[src/rtl/abc_vector_seq_if.sv]
`default_nettype none
// ============================================================================
//  Module      : abc_vector_seq_if
//  Description : Run control, response and stimulus/result signals of the
//                abc vector sequencer.
//  Revision    : 1.0  initial release
// ============================================================================
interface abc_vector_seq_if;
    logic        start;
    logic        abort;
    logic        d;
    logic        e;
    logic        a;
    logic        b;
    logic        c;
    logic        busy;
    logic        done;
    logic [15:0] log;

    // The controlling side drives run requests and the block-under-test responses
    modport master (
        output start, abort, d, e,
        input  a, b, c, busy, done, log
    );

    // The sequencer consumes requests/responses and produces stimulus and results
    modport slave (
        input  start, abort, d, e,
        output a, b, c, busy, done, log
    );
endinterface
`default_nettype wire

[src/rtl/abc_vector_seq.sv]
`default_nettype none
// ============================================================================
//  Module      : abc_vector_seq
//  Description : Steps a 3-bit stimulus vector {a,b,c} through 0..NVEC-1,
//                holds each for DWELL+1 cycles, and captures the {d,e}
//                response of every vector into a 16-bit log.
//  Revision    : 1.0  initial release
// ============================================================================
module abc_vector_seq #(
    parameter int DWELL = 10,   // 1..255
    parameter int NVEC  = 4     // 1..8
) (
    input  wire logic        clk,
    input  wire logic        rst,
    abc_vector_seq_if.slave  bus
);

    typedef enum logic [1:0] {
        S_IDLE   = 2'd0,
        S_DRIVE  = 2'd1,
        S_SAMPLE = 2'd2,
        S_DONE   = 2'd3
    } state_t;

    localparam logic [7:0] c_dwell_last = 8'(DWELL - 1);
    localparam logic [2:0] c_vec_last   = 3'(NVEC - 1);

    state_t      r_state;
    logic [7:0]  r_cnt;
    logic [2:0]  r_vec;
    logic [15:0] r_log;
    logic [2:0]  r_abc;
    logic        r_busy;
    logic        r_done;

    // Sequencer FSM; every output is registered alongside the state so that
    // {a,b,c} and busy change on exactly the same edge as the state does.
    always_ff @(posedge clk) begin
        if (rst) begin
            r_state <= S_IDLE;
            r_cnt   <= 8'd0;
            r_vec   <= 3'd0;
            r_log   <= 16'd0;
            r_abc   <= 3'd0;
            r_busy  <= 1'b0;
            r_done  <= 1'b0;
        end else begin
            r_done <= 1'b0;
            case (r_state)
                S_IDLE: begin
                    // start together with abort is deliberately not accepted
                    if (bus.start && !bus.abort) begin
                        r_state <= S_DRIVE;
                        r_vec   <= 3'd0;
                        r_cnt   <= 8'd0;
                        r_log   <= 16'd0;
                        r_abc   <= 3'd0;
                        r_busy  <= 1'b1;
                    end
                end
                S_DRIVE: begin
                    if (bus.abort) begin
                        r_state <= S_IDLE;
                        r_abc   <= 3'd0;
                        r_busy  <= 1'b0;
                    end else begin
                        r_cnt <= r_cnt + 8'd1;
                        if (r_cnt == c_dwell_last) begin
                            r_state <= S_SAMPLE;
                        end
                    end
                end
                S_SAMPLE: begin
                    // abort beats the capture: the pending response is dropped
                    if (bus.abort) begin
                        r_state <= S_IDLE;
                        r_abc   <= 3'd0;
                        r_busy  <= 1'b0;
                    end else begin
                        r_log[{r_vec, 1'b0} +: 2] <= {bus.d, bus.e};
                        if (r_vec == c_vec_last) begin
                            r_state <= S_DONE;
                            r_abc   <= 3'd0;
                            r_busy  <= 1'b0;
                            r_done  <= 1'b1;
                        end else begin
                            r_state <= S_DRIVE;
                            r_vec   <= r_vec + 3'd1;
                            r_abc   <= r_vec + 3'd1;
                            r_cnt   <= 8'd0;
                        end
                    end
                end
                S_DONE: begin
                    r_state <= S_IDLE;
                end
                default: begin
                    r_state <= S_IDLE;
                    r_abc   <= 3'd0;
                    r_busy  <= 1'b0;
                end
            endcase
        end
    end

    assign bus.a    = r_abc[2];
    assign bus.b    = r_abc[1];
    assign bus.c    = r_abc[0];
    assign bus.busy = r_busy;
    assign bus.done = r_done;
    assign bus.log  = r_log;

endmodule
`default_nettype wire

[src/flat_wrapper.sv]
// flat-port wrapper written by rule: the top's interface ports become plain ports
module abc_vector_seq_flat 
#(
    parameter int DWELL = 10,            
    parameter int NVEC  = 4            
)
  (clk, rst, bus_start, bus_abort, bus_d, bus_e, bus_a, bus_b, bus_c, bus_busy, bus_done, bus_log);
  abc_vector_seq_if bus_i ();
  input  wire logic clk;
  input  wire logic rst;
  input wire logic [$bits(bus_i.start)-1:0] bus_start;
  input wire logic [$bits(bus_i.abort)-1:0] bus_abort;
  input wire logic [$bits(bus_i.d)-1:0] bus_d;
  input wire logic [$bits(bus_i.e)-1:0] bus_e;
  output wire logic [$bits(bus_i.a)-1:0] bus_a;
  output wire logic [$bits(bus_i.b)-1:0] bus_b;
  output wire logic [$bits(bus_i.c)-1:0] bus_c;
  output wire logic [$bits(bus_i.busy)-1:0] bus_busy;
  output wire logic [$bits(bus_i.done)-1:0] bus_done;
  output wire logic [$bits(bus_i.log)-1:0] bus_log;
  assign bus_i.start = bus_start;
  assign bus_i.abort = bus_abort;
  assign bus_i.d = bus_d;
  assign bus_i.e = bus_e;
  assign bus_a = bus_i.a;
  assign bus_b = bus_i.b;
  assign bus_c = bus_i.c;
  assign bus_busy = bus_i.busy;
  assign bus_done = bus_i.done;
  assign bus_log = bus_i.log;
  abc_vector_seq #(.DWELL(DWELL), .NVEC(NVEC)) u_core (.clk(clk), .rst(rst), .bus(bus_i));
endmodule
[config.mk]
export PLATFORM = sky130hd
export DESIGN_NAME = abc_vector_seq_flat
export DESIGN_NICKNAME = d
export VERILOG_FILES = /design/src/rtl/abc_vector_seq_if.sv /design/src/rtl/abc_vector_seq.sv /design/src/flat_wrapper.sv
export SDC_FILE = /design/constraint.sdc
export NUM_CORES = 1
export LEC_CHECK = 0
export CORE_ASPECT_RATIO = 0.8
export CORE_MARGIN = 2
export CORE_UTILIZATION = 58
export DETAILED_ROUTE_END_ITERATION = 8
export PLACE_DENSITY = 0.84
export SYNTH_ARGS = -nofsm -noshare
export SYNTH_HDL_FRONTEND = slang
export SYNTH_SLANG_ARGS = --single-unit
[constraint.sdc]
create_clock -name clk -period 3.6 [get_ports clk]
set_clock_uncertainty 0.05 [all_clocks]
set_input_delay 0.72 -clock clk [delete_from_list [all_inputs] [get_ports clk]]
set_output_delay 0.72 -clock clk [all_outputs]
set_load 0.02 [all_outputs]
* Word level (Yosys, flattened, before mapping)
Index checks and enable logic that the tools add are counted.
Word-level totals: word-level logic and storage cells 66, input bits 6, output and inout port bits 21, register bits 34
Operators by class: mux-type cells 29, shift operators 2, add/sub/neg operators 3, equality and inequality tests 12, reductions and logical operators 12, bitwise gates (word level) 1
Operators by type and width (number):
- 2-to-1 mux 16 bit | 2
- 2-to-1 mux 8 bit | 4
- case mux 16 bit (2 select lines) | 1
- case mux 8 bit (3 select lines) | 1
- 2-to-1 mux 3 bit | 6
- bitwise mux 16 bit | 1
- variable shift 2 x 6 -> 16 bit (first input constant) | 1
- variable part select 2 x 6 -> 16 bit | 1
- 2-to-1 mux 2 bit | 5
- case mux 3 bit (3 select lines) | 1
- adder 8 x 1 -> 8 bit (second input constant) | 1
- == test 8 x 4 -> 1 bit (second input constant) | 1
- != test 2 bit (second input constant) | 4
- case mux 2 bit (4 select lines) | 1
- AND reduction 4 bit | 2
- != test 3 x 2 -> 1 bit (second input constant) | 2
- negator 4 -> 6 bit | 1
- case mux 3 bit (2 select lines) | 1
- AND reduction 3 bit | 2
- 2-to-1 mux 1 bit | 5
- AND reduction 5 bit | 1
- == test 2 bit (second input constant) | 2
- adder 3 x 1 -> 3 bit (second input constant) | 1
- == test 3 x 2 -> 1 bit (second input constant) | 1
- other kinds (11) | 11

* Depth between registers and ports, before layout
Gate-level depths: netlist of run 1.
word-level depth 5, gate-level depth with buffers 8, mapped depth without buffers 7

* Worst setup path before layout of run 1
No wires, ideal clock.
kind flip-flop to flip-flop, from register u_core.r_vec[0], to register u_core.r_log[8] (netlist: u_core.bus.log[8]), path buffers 1, period minus slack after synthesis 2.076 ns, setup slack 1.524 ns, data arrival time 1.934 ns, required time 3.458 ns, cell stages (with the launch flop) 9, setup time 0.092 ns, path through dfxtp_1 buf_2 inv_1 ha_1 ha_1 nor4b_1 nand2_1 or3_1 o32ai_1
On the way: cells in the longest elaborated chain, start to end 5, elaborated cells on any way between the ends 6, classes of those cells add/sub: 1; shift: 2; mux: 3
Ends and longest elaborated chain:
- from (decl) | RTL line abc_vector_seq.sv:30 | logic [2:0] r_vec;
- from (signal assigned) | RTL line abc_vector_seq.sv:88 | r_vec <= r_vec + 3'd1;
- negator 4 -> 6 bit * | RTL line abc_vector_seq.sv:80 | r_log[{r_vec, 1'b0} +: 2] <= {bus.d, bus.e};
- variable part select 2 x 6 -> 16 bit or variable shift 2 x 6 -> 16 bit (tied branches) | RTL line abc_vector_seq.sv:80
- bitwise mux 16 bit * | RTL line abc_vector_seq.sv:80
- 2-to-1 mux 16 bit * | RTL line abc_vector_seq.sv:75 | if (bus.abort) begin
- case mux 16 bit (2 select lines) * | RTL line abc_vector_seq.sv:49 | case (r_state)
- to (signal, indexed assignment) | RTL line abc_vector_seq.sv:80
- to (decl) | RTL line abc_vector_seq.sv:31 | logic [15:0] r_log;
Every way passes the cells marked *; elsewhere a longest branch is shown, timed or not. The select of a mux whose other input is x is not followed. A chain may end at the register's enable or synchronous reset.

* Worst setup path in the final report of run 1
from register u_core.r_vec[0], to register u_core.r_log[9] (netlist: u_core.bus.log[9])
The elaborated chain is that of the path after synthesis.

==> reports/results.md, run 1 <==
### Layout
* 7.49% — share of post-route cells with drive strength above 1
* 71.0% — Final Util
* 18.0% — synthesis-to-layout area growth
* 247 — final layout net count
* 0 — n_diodes
* 2170 um2 — Post-Layout Inst Area

### Floorplanning
* 27 — # IOs
* 3650 um2 — die area
* 54.4 um — die height
* 67.0 um — Die W
* 18 — number of rows in the core area
* 3060 um2 — area of the core
* 60.2% — effective utilization at floorplan

### Logic synthesis
* 34 x sky130_fd_sc_hd__dfxtp_1, 17 x sky130_fd_sc_hd__a21oi_1, 14 x sky130_fd_sc_hd__ha_1, 14 x sky130_fd_sc_hd__inv_1, 13 x sky130_fd_sc_hd__nand2_1 — cell types with the highest counts after synthesis
* 0 — number of flops mapped to enable cells by yosys
* sky130_fd_sc_hd__dfxtp_1 — library cell with the largest summed area after synthesis
* 9.08 um2 — average instance area after synthesis
* 0% — share of flip-flops with an asynchronous set or reset
* sky130_fd_sc_hd__dfxtp_1 — Main synth FF type
* 1840 um2 — synthesized cell area
* 34 — number of synthesized register bits
* 36.9% — fraction of synthesized cell area taken by the top area cell type
* sky130_fd_sc_hd__dfxtp_1 37%, sky130_fd_sc_hd__ha_1 9.5%, sky130_fd_sc_hd__o2bb2ai_1 5.7% — ranking of synthesized cells by area
* 46 — number of distinct standard cells referenced by the synthesized netlist
* 203 — number of instances in the synthesized netlist
* 36.9% — proportion of synthesized chip area in sequential cells
* 223 — Synth Net Count
* 0 — warnings from Yosys
* sky130_fd_sc_hd__dfxtp_1 — library cell with the highest instance count after synthesis

### Pwr
* 14.8% — relative contribution of combinational cells to total power
* 204 uW — Sw Pwr
* 51.2% — fraction of power consumed by sequential logic
* 0.000196 V — IR drop worst, VDD
* 26.7% — switching fraction of total power
* 34.0% — clock network power share
* 0.721 nW — Leakage Power
* 351 nW/um2 — areal power density over the cells
* 560 uW — design internal power

### Critical path
* 1 — buffer and inverter count on the worst path
* sky130_fd_sc_hd__ha_1 — cell repeated most along the worst path
* register — type of origin of the critical path
* 1.11 ns — register-to-register path setup slack
* 7 — number of cells on the worst reg-to-reg path
* simple AND/OR/NAND/NOR gates — top cell family by delay on the critical path
* register — sort of element at the end of the critical path
* u_core.r_vec[0] — Worst R2R Start
* u_core.bus.log[9] — destination of the worst register-to-register timing path
* 2.62 ns — data arrival time of the worst path
* inv_1 > ha_1 > ha_1 > nor4b_1 > nand2_1 > or3_1 > o32ai_1 — ordered cell list for the critical path
* sky130_fd_sc_hd__dfxtp_1 — critical-path cell with the highest stage delay
* 3.73 ns — required arrival time at the worst endpoint
* register to register — critical setup path kind
* 11 — CP max FO
* 0.57 ns — delay contributed by the slowest stage of the critical path

### Run status
* finished clean — outcome

### Clock tree
* 0 — Resized cells post-CTS
* 0 — post-CTS setup repair buffer count
* 34 — clock net sink count
* built — clock tree from TritonCTS
* 5 — TritonCTS buffer count
* sky130_fd_sc_hd__clkbuf_8 — root buffer cell
* 2 — largest buffer count on any clock path
* 0.29 ns — Skew-Pair Late Insertion Delay
* 2 — CTS H-Tree Depth
* 0 — CTS Hold Buffers Added
* 0.06 ns — Clock transition at path regs

### Timing
* 2.49 ns — post-layout minimum cycle time
* 0.415 ns — Post-Route Hold Slack
* 69.1% — final clock period utilization by the worst path
* 0 — Max Slew Vio Count
* 1.11 ns — Final Worst Setup Slack
* 0 — Hold Violations, Final
* false — RSZ-0062 raised after global routing
* 0 ns — setup TNS
* 0.928 ns — worst slew pin tran
* 402 MHz — highest clock frequency the design can meet
* 0 — final setup violation count
* 37.9% — Max transition margin

### Route
* 4 — First-pass DRT Iterations
* 0 — number of routed nets with antenna violations
* 1628 — detailed-route via count
* 4270 um — WL final
* 16.0 um — wire length per cell after detailed routing
* 6.10 — via density per instance
* 128 — DRC violation total after the first TritonRoute iteration
* 0 — post-route DRC violation count

### Flow run
* 0 — reported max-cap violation count

### Hold path
* register to register — worst hold path class
* u_core.bus.log[10] — endpoint of the worst hold-timing path
* u_core.bus.log[10] — Worst Hold Launch
* 1 — Hold Path Cell Cnt

### Global route
* 1502 — vias in the first global route
* 0 — total overflow reported by the global router
* 28 — largest net degree at the start of global routing
* 0 — initial antenna violation count
* 26.9% — global routing usage summed across all routing layers
* 7220 um — first-pass GRT wire length

### Place
* 2100 um2 — total placed instance area
* 26 — port buffer count
* 3050 um — HPWL after detailed placement
* 0.865 — final weighted congestion of routability-driven global placement
* 0.902 ns — post-placement worst setup slack

[cells in the final DEF, fill, tap and decap left out, drive strengths merged, types with 7 or more instances in the layout]
| cell type | count |
|---|---|
| o2bb2ai | 12 |
| nand2 | 13 |
| nand2b | 7 |
| dfxtp | 34 |
| o21ai | 8 |
| or3 | 8 |
| inv | 14 |
| clkbuf | 7 |
| a21oi | 17 |
| nand3 | 8 |
| clkdlybuf4s50 | 26 |
| ha | 14 |
[final cells by class]
| class | instances | area [um2] |
|---|---|---|
| clock buffer | 7 | 76.3 |
| inverter | 14 | 52.6 |
| tap | 40 | 50.0 |
| sequential | 34 | 681 |
| multi-input combinational | 146 | 1050 |
| fill | 248 | 888 |
| timing repair buffer | 26 | 260 |
[through the flow]
stage                     total power, mW  instances
after floorplan                     0.487        203
after global placement              0.503        260
after detailed placement            0.509        260
after CTS                           0.764        267
after global routing                0.796        267
final                               0.764        267
[kinds of logic (layout without fill, tap and decap cells)]
group,count (synthesis),count (layout),share of synthesized area (%)
AO/OA/AOI/OAI,59,59,23.4
flip-flops,34,34,36.9
adder cells (fa/ha/maj),14,14,9.50
buffers and inverters,23,47,5.84
XOR/XNOR,1,1,0.475
multiplexers,2,2,1.09
AND/OR/NAND/NOR,70,70,22.8
[sequential cells by signal (all words and copies together), names as in the netlist]
| register | cells |
|---|---|
| u_core.r_abc | 3 |
| u_core.bus.log | 16 |
| u_core.r_state | 2 |
| u_core.r_cnt | 8 |
| u_core.bus.done | 1 |
| u_core.r_vec | 3 |
| u_core.bus.busy | 1 |
[metal layers]
| metal | vias to the layer above | track usage (%) | routed length, um | part of all wire [%] |
|---|---|---|---|---|
| met1 | 771 | 35.8 | 2040 | 48 |
| met2 | 53 | 42.4 | 1950 | 46 |
| li1 | 796 | - | - | - |
| met4 | 0 | 11.2 | 59 | 1.4 |
| met5 | - | 0 | 0 | 0 |
| met3 | 8 | 6.38 | 218 | 5.1 |
[power groups by stage]
stage          Combinational (mW)  Sequential, mW  Clock [mW]
5_1_grt                     0.123           0.392       0.281
3_3_place_gp                0.105           0.398           0
6_report                    0.113           0.391       0.260
2_1_floorplan              0.0866           0.400           0
3_5_place_dp                0.110           0.399           0
4_1_cts                     0.112           0.391       0.261
[worst max path at each step]
stage                                from                 to  slack, ns  cells past startpoint
final                     u_core.r_vec[0]  u_core.bus.log[9]       1.11                      7
after global routing      u_core.r_vec[0]  u_core.bus.log[9]       0.85                      7
after CTS                 u_core.r_vec[0]  u_core.bus.log[9]       1.15                      7
after detailed placement        bus_abort    u_core.r_cnt[5]       0.90                      5
after global placement          bus_abort    u_core.r_cnt[7]       1.00                      5
after floorplan           u_core.r_vec[0]  u_core.bus.log[8]       1.52                      8
Note: power is estimated with default switching activity, not from simulation.
==> inputs of run 2 (changes only) <==
CORE_UTILIZATION = 54   (was 58)
PLACE_DENSITY = 0.79   (was 0.84)
clock period = 2.4 ns   (was 3.6 ns; I/O delays follow)
==> run 2 against run 1 <==
Register-to-register slack lost 0.84 ns. Power is 59% higher. Clock power is 72% higher. Sequential power is 50% higher. Critical path type unchanged.
==> reports/results.md, run 2 (same netlist as run 1, synthesis figures left out) <==
### Clock tree
* 34 — clock net sink count, unchanged
* 5 — TritonCTS buffer count, unchanged
* built — clock tree from TritonCTS
* sky130_fd_sc_hd__clkbuf_8 — root buffer cell
* 0 — post-CTS setup repair buffer count, unchanged
* 0 — Resized cells post-CTS, unchanged
* 0.07 ns — Clock transition at path regs, about the same
* 2 — largest buffer count on any clock path, unchanged
* 0.28 ns — Skew-Pair Late Insertion Delay, about the same
* 0 — CTS Hold Buffers Added, unchanged
* 2 — CTS H-Tree Depth, unchanged

### Critical path
* 13 — CP max FO, +2
* register — type of origin of the critical path
* register — sort of element at the end of the critical path
* 0.39 ns — delay contributed by the slowest stage of the critical path, -0.18 ns
* 7 — WP depth, unchanged
* sky130_fd_sc_hd__dfxtp_1 — critical-path cell with the highest stage delay
* 2.56 ns — required arrival time at the worst endpoint, -1.17 ns
* 2 — buffer and inverter count on the worst path, +1
* compound AO/OA/AOI/OAI gates — top cell family by delay on the critical path
* register to register — critical setup path kind
* 7 — number of cells on the worst reg-to-reg path, unchanged
* 2.29 ns — data arrival time of the worst path, -0.33 ns
* inv_1 > ha_1 > a211oi_2 > o211ai_2 > buf_4 > or3_1 > a21oi_1 — ordered cell list for the critical path

### Floorplanning
* 18 — number of rows in the core area, unchanged
* 56.3 um — die height, +3.4%
* 3180 um2 — area of the core, +3.7%
* 58.0% — effective utilization at floorplan, -2.1 points
* 27 — # IOs, unchanged
* 69.3 um — Die W, +3.4%
* 3900 um2 — die area, +6.9%

### Pwr
* 0.775 nW — Leakage Power, +7.5%
* 334 uW — Sw Pwr, +64%
* 881 uW — design internal power, +57%
* 27.5% — switching fraction of total power, +0.79 points
* 36.9% — clock network power share, +2.9 points
* 1.21 mW — post-layout total power, +59%
* 14.9% — relative contribution of combinational cells to total power, about the same
* 48.2% — fraction of power consumed by sequential logic, -3.0 points
* 0.000445 V — IR drop worst, VDD, +130%
* 537 nW/um2 — areal power density over the cells, +53%

### Layout
* 12.2% — share of post-route cells with drive strength above 1, +4.7 points
* 16 — flip-flop count of the largest register, all copies and words added, unchanged
* 71.2% — Final Util, +0.20 points
* 277 — final cell count without fillers, +3.7%
* 34 x sky130_fd_sc_hd__dfxtp_1, 26 x sky130_fd_sc_hd__clkdlybuf4s50_1, 17 x sky130_fd_sc_hd__a21oi_1, 14 x sky130_fd_sc_hd__inv_1, 14 x sky130_fd_sc_hd__ha_1 — commonest non-fill, non-tap cells in the layout
* 256 — final layout net count, +3.6%
* 2260 um2 — Post-Layout Inst Area, +4.0%
* 0 — n_diodes, unchanged
* sky130_fd_sc_hd__dfxtp_1 — most common library cell in the layout ignoring fill and taps
* 22.7% — synthesis-to-layout area growth

### Route
* 0 — post-route DRC violation count, unchanged
* 4 — First-pass DRT Iterations, unchanged
* 101 — DRC violation total after the first TritonRoute iteration, -21%
* 5.91 — via density per instance, -3.1%
* 4140 um — WL final, -3.2%
* 1636 — detailed-route via count, +0.49%
* 0 — number of routed nets with antenna violations, unchanged
* 14.9 um — wire length per cell after detailed routing, -6.7%

### Timing
* 0 — Hold Violations, Final, unchanged
* false — RSZ-0062 raised after global routing
* 88.7% — final clock period utilization by the worst path, +20 points
* 2.13 ns — post-layout minimum cycle time, -0.359 ns
* 0 — Max Slew Vio Count, unchanged
* 470 MHz — highest clock frequency the design can meet, +17%
* 0.576 ns — worst slew pin tran, -0.352 ns
* 0.416 ns — Post-Route Hold Slack, +0.000431 ns
* 0 ns — setup TNS, unchanged
* 0.271 ns — Final Worst Setup Slack, -0.841 ns
* 0 — final setup violation count, unchanged
* 61.5% — Max transition margin, +24 points

### Global route
* 7180 um — first-pass GRT wire length, -0.66%
* 18 — largest net degree at the start of global routing, -36%
* 1575 — vias in the first global route, +4.9%
* 22.7% — global routing usage summed across all routing layers, -4.3 points
* 0 — initial antenna violation count, unchanged
* 0 — total overflow reported by the global router, unchanged

### Place
* 0.853 — final weighted congestion of routability-driven global placement, -1.4%
* 3100 um — HPWL after detailed placement, +1.6%
* 269 — Cell Count Post-Placement, +3.5%
* 26 — port buffer count, unchanged
* 2170 um2 — total placed instance area, +3.2%
* 0.0732 ns — post-placement worst setup slack, -0.828 ns

### Hold path
* 1 — Hold Path Cell Cnt, unchanged
* register to register — worst hold path class

### Flow run
* 0 — reported max-cap violation count, unchanged

### Run status
* finished clean — outcome

[run 2: cell count changes in the layout (fill, tap and decap cells not counted)]
| cell | before | now |
|---|---|---|
| sky130_fd_sc_hd__clkbuf_8 | 5 | 6 |
| sky130_fd_sc_hd__buf_4 | 0 | 9 |
| sky130_fd_sc_hd__clkinvlp_4 | 0 | 1 |
| sky130_fd_sc_hd__clkinv_2 | 0 | 1 |
| sky130_fd_sc_hd__clkbuf_1 | 2 | 0 |
[run 2: cell type report]
type / count / area (um2)
multi-input cells: 146 / 1050
clock buffers: 6 / 82.6
clock inverters: 2 / 12.5
fillers: 240 / 915
flip-flops and latches: 34 / 681
inverters: 14 / 52.6
repair buffers: 35 / 328
well taps: 40 / 50.0
[run 2: power groups by stage]
stage,sequential (mW),clock [mW],combinational (mW)
2_1_floorplan,0.600,0,0.130
3_3_place_gp,0.597,0,0.170
3_5_place_dp,0.599,0,0.177
4_1_cts,0.586,0.444,0.178
5_1_grt,0.588,0.474,0.199
6_report,0.586,0.448,0.181
[run 2: path summary, 6_finish.rpt]
kind	start	endpoint	slack [ns]
max	u_core.r_state[0]	u_core.r_cnt[4]	0.27
min	u_core.bus.log[2]	u_core.bus.log[2]	0.42
max reg2reg	u_core.r_state[0]	u_core.r_cnt[4]	0.27
min reg2reg	u_core.bus.log[2]	u_core.bus.log[2]	0.42
[run 2: layer usage]
metal	routed length [um]	vias up	part of all wire [%]	global-route usage (%)
met1	2110	782	51	31.3
met3	204	4	4.9	5.57
met5	0	-	0	0
met4	21	0	0.51	5.88
met2	1800	41	44	35.6
li1	-	809	-	-
==> inputs of run 3 (changes only) <==
CTS_CLUSTER_DIAMETER = 40   (was default)
==> results of run 3 <==
Final layout, timing and power as in run 2 (identical DEF).
